`config.mk`:
```
export PLATFORM = sky130hd
export DESIGN_NAME = spi_master_ctrl
export DESIGN_NICKNAME = d
export VERILOG_FILES = /design/src/rtl/spi_master_ctrl.sv
export SDC_FILE = /design/constraint.sdc
export NUM_CORES = 1
export LEC_CHECK = 0
export BUFFER_PORTS_ARGS = -buffer_cell sky130_fd_sc_hd__buf_2
export CORE_MARGIN = 2
export CORE_UTILIZATION = 50
export CTS_BUF_LIST = sky130_fd_sc_hd__clkbuf_8
export DETAILED_ROUTE_END_ITERATION = 10
export GPL_TIMING_DRIVEN = 0
export PLACE_DENSITY = 0.71
export SLEW_MARGIN = 10
export SYNTH_ARGS = -nofsm -noshare
export SYNTH_HDL_FRONTEND = slang
export SYNTH_SLANG_ARGS = --single-unit
```
`constraint.sdc`:
```
create_clock -name pclk -period 3.9 [get_ports pclk]
set_input_delay 0.78 -clock pclk [delete_from_list [all_inputs] [get_ports pclk]]
set_output_delay 0.78 -clock pclk [all_outputs]
set_load 0.02 [all_outputs]
```
`src/rtl/spi_master_ctrl.sv`:
```
`default_nettype none
// +--------------------------------------------------------------------------+
// | spi_master_ctrl                                                          |
// | Single-frame SPI master: CPOL/CPHA, MSB/LSB order, programmable SCLK.    |
// | Revision: 1.0                                                            |
// +--------------------------------------------------------------------------+
module spi_master_ctrl #(
   parameter int DATA_WIDTH = 8,
   parameter int DIV_WIDTH  = 8
) (
   input  logic                  pclk,
   input  logic                  areset,
   input  logic                  tx_valid,
   output logic                  tx_ready,
   input  logic [DATA_WIDTH-1:0] tx_data,
   input  logic                  cpol,
   input  logic                  cpha,
   input  logic                  lsb_first,
   input  logic [DIV_WIDTH-1:0]  clk_div,
   output logic                  rx_valid,
   output logic [DATA_WIDTH-1:0] rx_data,
   output logic                  busy,
   output logic                  sclk,
   output logic                  cs,
   output logic                  mosi0,
   input  logic                  miso0
);

   localparam int c_edge_w = $clog2(2 * DATA_WIDTH);
   localparam int c_bit_w  = c_edge_w - 1;
   localparam logic [c_edge_w-1:0] c_last_edge = c_edge_w'(2 * DATA_WIDTH - 1);
   localparam logic [c_bit_w-1:0]  c_last_bit  = c_bit_w'(DATA_WIDTH - 1);

   typedef enum logic [2:0] {
      S_IDLE  = 3'd0,
      S_LEAD  = 3'd1,
      S_XFER  = 3'd2,
      S_TRAIL = 3'd3,
      S_GAP   = 3'd4
   } state_t;

   state_t                r_state;
   logic [DIV_WIDTH-1:0]  r_hcnt;
   logic [DIV_WIDTH-1:0]  r_div;
   logic [c_edge_w-1:0]   r_edge;
   logic                  r_cpha;
   logic                  r_lsb;
   logic [DATA_WIDTH-1:0] r_tx;
   logic [DATA_WIDTH-1:0] r_rx;

   logic                  w_hdone;
   logic                  w_do_edge;
   logic [c_edge_w-1:0]   w_edge;
   logic [c_bit_w-1:0]    w_bit;
   logic                  w_sample;
   logic                  w_mosi_upd;
   logic [c_bit_w-1:0]    w_mosi_bit;

   function automatic logic [c_bit_w-1:0] bit_pos(input logic [c_bit_w-1:0] k,
                                                  input logic lsb);
      return lsb ? k : c_last_bit - k;
   endfunction

   // Edge 0 fires on leaving LEAD; the remaining edges fire once per half-period in XFER.
   assign w_hdone    = (r_hcnt == '0);
   assign w_do_edge  = w_hdone && ((r_state == S_LEAD) ||
                                   ((r_state == S_XFER) && (r_edge != c_last_edge)));
   assign w_edge     = (r_state == S_LEAD) ? '0 : r_edge + 1'b1;
   assign w_bit      = w_edge[c_edge_w-1:1];
   assign w_sample   = (w_edge[0] == r_cpha);
   assign w_mosi_upd = r_cpha ? !w_edge[0] : (w_edge[0] && (w_bit != c_last_bit));
   assign w_mosi_bit = r_cpha ? w_bit : w_bit + 1'b1;

   assign tx_ready = (r_state == S_IDLE) && !areset;
   assign busy     = (r_state != S_IDLE);

   always_ff @(posedge pclk) begin
      if (areset) begin
         r_state  <= S_IDLE;
         r_hcnt   <= '0;
         r_div    <= '0;
         r_edge   <= '0;
         r_cpha   <= 1'b0;
         r_lsb    <= 1'b0;
         r_tx     <= '0;
         r_rx     <= '0;
         sclk     <= 1'b0;
         cs       <= 1'b1;
         mosi0    <= 1'b0;
         rx_valid <= 1'b0;
         rx_data  <= '0;
      end else begin
         rx_valid <= 1'b0;

         if (r_state != S_IDLE) begin
            r_hcnt <= w_hdone ? r_div : r_hcnt - 1'b1;
         end

         if (w_do_edge) begin
            r_edge <= w_edge;
            sclk   <= ~sclk;
            if (w_sample) begin
               r_rx[bit_pos(w_bit, r_lsb)] <= miso0;
            end
            if (w_mosi_upd) begin
               mosi0 <= r_tx[bit_pos(w_mosi_bit, r_lsb)];
            end
         end

         case (r_state)
            S_IDLE: begin
               sclk  <= cpol;
               cs    <= 1'b1;
               mosi0 <= 1'b0;
               if (tx_valid) begin
                  r_tx    <= tx_data;
                  r_cpha  <= cpha;
                  r_lsb   <= lsb_first;
                  r_div   <= clk_div;
                  r_hcnt  <= clk_div;
                  cs      <= 1'b0;
                  mosi0   <= cpha ? 1'b0
                                  : (lsb_first ? tx_data[0] : tx_data[DATA_WIDTH-1]);
                  r_state <= S_LEAD;
               end
            end
            S_LEAD: begin
               if (w_hdone) r_state <= S_XFER;
            end
            S_XFER: begin
               if (w_hdone && (r_edge == c_last_edge)) r_state <= S_TRAIL;
            end
            S_TRAIL: begin
               if (w_hdone) begin
                  cs       <= 1'b1;
                  mosi0    <= 1'b0;
                  rx_valid <= 1'b1;
                  rx_data  <= r_rx;
                  r_state  <= S_GAP;
               end
            end
            S_GAP: begin
               if (w_hdone) r_state <= S_IDLE;
            end
            default: r_state <= S_IDLE;
         endcase
      end
   end

endmodule
`default_nettype wire

```
---- Word-level counts from Yosys, hierarchy flattened ----
Index checks and enable logic that the tools add are counted.
cells by class
  $add $sub $neg .......................... 5
  $mul .................................... 0
  divide/modulo/power cells ............... 0
  magnitude comparators ................... 3
  equality and inequality tests ........... 13
  shift operators ......................... 0
  multiplexer cells ....................... 33
  bitwise operators ....................... 2
  reduce and logical (&&, ||, !) cells .... 20
operators with widths
  cell                 number
  $mux 8               4
  $mux 3               8
  $pmux 3 s5           1
  $mux 1               14
  $bwmux 8             1
  $logic_not 8->1      1
  $lt 3x4->1 const B   2
  $ne 2x2->1 const B   4
  $reduce_and 2->1     4
  $sub 8x1->8 const B  1
  $eq 3x2->1 const B   2
  $logic_and 1x1->1    6
  $sub 3x3->3 const A  2
  $reduce_and 5->1     1
  $add 4x1->4 const B  1
  $eq 4x4->1 const B   1
  $mux 4               1
  $ne 4x4->1 const B   1
  $pmux 1 s2           2
  $reduce_bool 2->1    2
  $add 3x1->3 const B  1
  $bmux 1 s3           1
  $demux 1 s3          1
  $eq 3x1->1 const B   1
  11 further kinds     13
storage, ports and cells
  register bits after elaboration ......... 53
  bits in latches ......................... 0
  bits in writable memories ............... 0
  bits in read-only memories .............. 0
  word-level logic and storage cells ...... 89
  memories kept ........................... 0

---- Longest topological paths before layout ----
  depth in word-level cells ............... 12
  gate-level depth with buffers ........... 11
  mapped depth without buffers ............ 11

---- Worst setup path before layout ----
OpenSTA, ideal clock, no wires.
  kind .................................... register to register
  from .................................... reg r_state[2]
  to ...................................... reg (tool-made name)
  setup time .............................. 0.074 ns
  arrival time ............................ 2.788 ns
  required time ........................... 3.826 ns
  setup slack ............................. 1.038 ns
  cell stages (with the launch flop) ...... 12
  buffers on the path ..................... 1
  cell sequence ........................... dfxtp_1 clkbuf_1 nor3b_1 nor2_1 ha_1 nor2_1 a211oi_1 nor2b_1 mux2i_1 nor2_1 or4_1 a31oi_1
RTL lines
  what                    line  RTL
  start, declared         42    state_t r_state;
  start signal, assigned  79    r_state <= S_IDLE;
  start signal, assigned  124   r_state <= S_LEAD;
  start signal, assigned  128   if (w_hdone) r_state <= S_XFER;

==> impl_metrics.toml <==
[floorplanning]
io-pin-count = 37
die_x_um = 77.7
die_height_um = 77.7
initial_core_util = 0.524
coreArea_um2 = 5170
rows = 26
die-area_um2 = 6030

[drt]
vias_per_cell = 5.44
drtPass1Iterations = 4
antenna_left = 0
drc = 0
drt-total-wl_um = 6160
wire_per_inst_um = 13.6
drt_iter0_drc = 130
vias = 2460

[global_route]
grt-ovfl-total = 0
grt_pass1_vias = 2213
antenna_found_initial = 0
grt_start_max_net_pins = 15
grt_pass1_wl_um = 10500
grt_use_total = 0.215

[power]
switching_power_mw = 0.531
ir_drop_uv = 271
pwr-share-comb = 0.357
p_total_mw = 1.47
intPower_mw = 0.943
power_density_nw_per_um2 = 482
leakagePower_nw = 1.22
p_seq_frac = 0.435
power_frac_clock = 0.208
p_sw_frac = 0.360

[run]
drv_cap = 0

[yosys]
post_synth.cell_area_avg_um2 = 7.95
synth_edf_count = 0
synth_seq_area_share = 0.391
synth_cell_type_count = 51
postSynth.asyncResetShare = 0
synth-seq-cells = 53
synthFlopType = "dfxtp_1"
yosysWarnings = 0
syn_inst = 341
synth_nets = 368
synth.cell_area_um2 = 2710

[worst_hold_path]
hold_class = "reg2reg"
hold_path.startpoint = "r_tx[3]"

[timing]
fin_crit_sh = 0.914
drv_slew = 0
fin_setup_tns_ns = 0
whs_ns = 0.458
finalHoldViolCount = 0
clock_skew_ns = 0.0104
fmax_mhz = 280
finalCriticalPeriod_ns = 3.57
finalSetupViolCount = 0
slew_headroom = 0.471
worstMarginPinSlew_ns = 0.788
rsz0062_at_grt = "false"

[setup_path]
slowest_delay_ns = 0.61
crit_top_cell = "nor2_1"
cp-startpoint = "r_state[2]"
cp_slowest_cell = "nor3b_1"
endpoint_kind = "register"
required_ns = 4.14
cp_cell_sequence = "clkbuf_1, nor3b_1, nor2_1, ha_1, nor2_1, a211oi_1, nor2b_1, mux2i_1, nor2_1, or4_1, a31oi_1"
cp-start-kind = "register"
path_max_fanout = 10
worstSetupPathType = "reg2reg"
arrival_ns = 3.81
timing.rr.start = "r_state[2]"

[run_status]
status = "finished, final reports clean"

[place]
gp_congestion = 0.834
dp_hpwl_um = 4500
placed_cell_area_um2 = 2970
port_buffers = 34

[layout]
fillers = 487
nNetsFinal = 409
antennaDiodeCount = 0
syn_to_final_growth_pct = 12.7
layout_common_cells = "53 x nand2_1, 53 x dfxtp_1, 40 x nor2_1, 39 x a21oi_1, 36 x buf_2"
fin_util = 0.591
drive_gt1_frac = 0.141
postLayoutCellArea_um2 = 3060

[clock_network]
cts_buffers = 5
cts-root-buf = "clkbuf_8"
insertion_delay_ns = 0.30
holdBufCountCts = 0
cts_resized = 0
postCtsSetupBuffers = 0
cts_tree = "built"
clkTransAtPathRegs_ns = 0.09
cts_max_path_buffers = 2
cts_sinks = 53
htree_levels = 2
[cells in the mapped netlist (2+ instances only)]
master,number,share of area
dfxtp_1,53,0.39
buf_2,2,0.0037
nand3_1,5,0.0092
a31oi_1,3,0.0069
o21ai_0,16,0.030
a211oi_1,10,0.028
or3_1,6,0.014
nor2_1,40,0.055
a21oi_1,39,0.072
nor2b_1,9,0.021
xor2_1,3,0.0097
mux2i_1,19,0.070
o211ai_1,2,0.0055
nor3_1,10,0.018
inv_1,6,0.0083
nand2_1,53,0.073
or4_1,3,0.0083
and2_1,2,0.0046
xnor2_1,7,0.023
nand2b_1,2,0.0046
clkbuf_1,18,0.025
ha_1,4,0.018
[final cells by class]
type / count / area, um^2 / area share
flip-flops and latches: 53 / 1060 / 0.347
well taps: 70 / 87.6 / 0.0287
repair buffers: 34 / 170 / 0.0557
clock buffers: 6 / 82.6 / 0.0270
multi-input cells: 260 / 1540 / 0.504
inverters: 6 / 22.5 / 0.00737
clock inverters: 1 / 3.75 / 0.00123
plain buffers: 22 / 88.8 / 0.0291
[power by group through the flow]
stage                     Clock, mW  Combinational, mW  Sequential (mW)
after floorplan                   0              0.400            0.650
after global placement            0              0.511            0.653
after detailed placement          0              0.521            0.654
after CTS                     0.316              0.523            0.641
after global routing          0.340              0.591            0.652
final                         0.307              0.526            0.641
[worst max-delay path: cells and delay by family (launching register included)]
kind	cells	cell delay (ns)
adder cells (fa/ha/maj)	1	0.34
AO/OA/AOI/OAI	2	0.78
multiplexers	1	0.24
flip-flops	1	0.33
buffers and inverters	1	0.24
AND/OR/NAND/NOR	6	1.56
[per-layer routing]
| layer | GRT usage | part of all wire | vias to the layer above |
|---|---|---|---|
| met5 | 0 | 0 | - |
| met4 | 0.0589 | 0.0089 | 0 |
| met3 | 0.0384 | 0.051 | 6 |
| met2 | 0.323 | 0.43 | 50 |
| met1 | 0.316 | 0.51 | 1126 |
| li1 | - | - | 1278 |
[flip-flops by register name, indices dropped and copies added (netlist names), named ones only]
register and count:
r_div 8, r_tx 8, r_edge 4, r_state 3
rx_valid 1, rx_data 8, cs 1, r_hcnt 8
r_cpha 1, r_lsb 1, r_rx 8, sclk 1
[worst paths after layout]
kind | end | slack (ns) | cells after the start
worst max-delay path | register | 0.33 | 11
worst min register to register | r_tx[3] | 0.46 | 2
worst max register to register | register | 0.33 | 11
worst min-delay path | r_tx[3] | 0.46 | 2
[through the flow]
step                      cells  setup slack [ns]
final                       452             0.334
after global routing        452             0.124
after floorplan             341              1.04
after CTS                   452             0.430
after detailed placement    445             0.452
after global placement      445             0.508
[logic make-up (layout without fill, tap and decap cells)]
family,after synthesis,in the layout,synth area share
AND/OR/NAND/NOR,141,141,0.247
AO/OA/AOI/OAI,85,85,0.196
flip-flops,53,53,0.391
buffers and inverters,28,69,0.0410
multiplexers,20,20,0.0743
XOR/XNOR,10,10,0.0323
adder cells (fa/ha/maj),4,4,0.0185
Power figures use the tool's default switching activity.
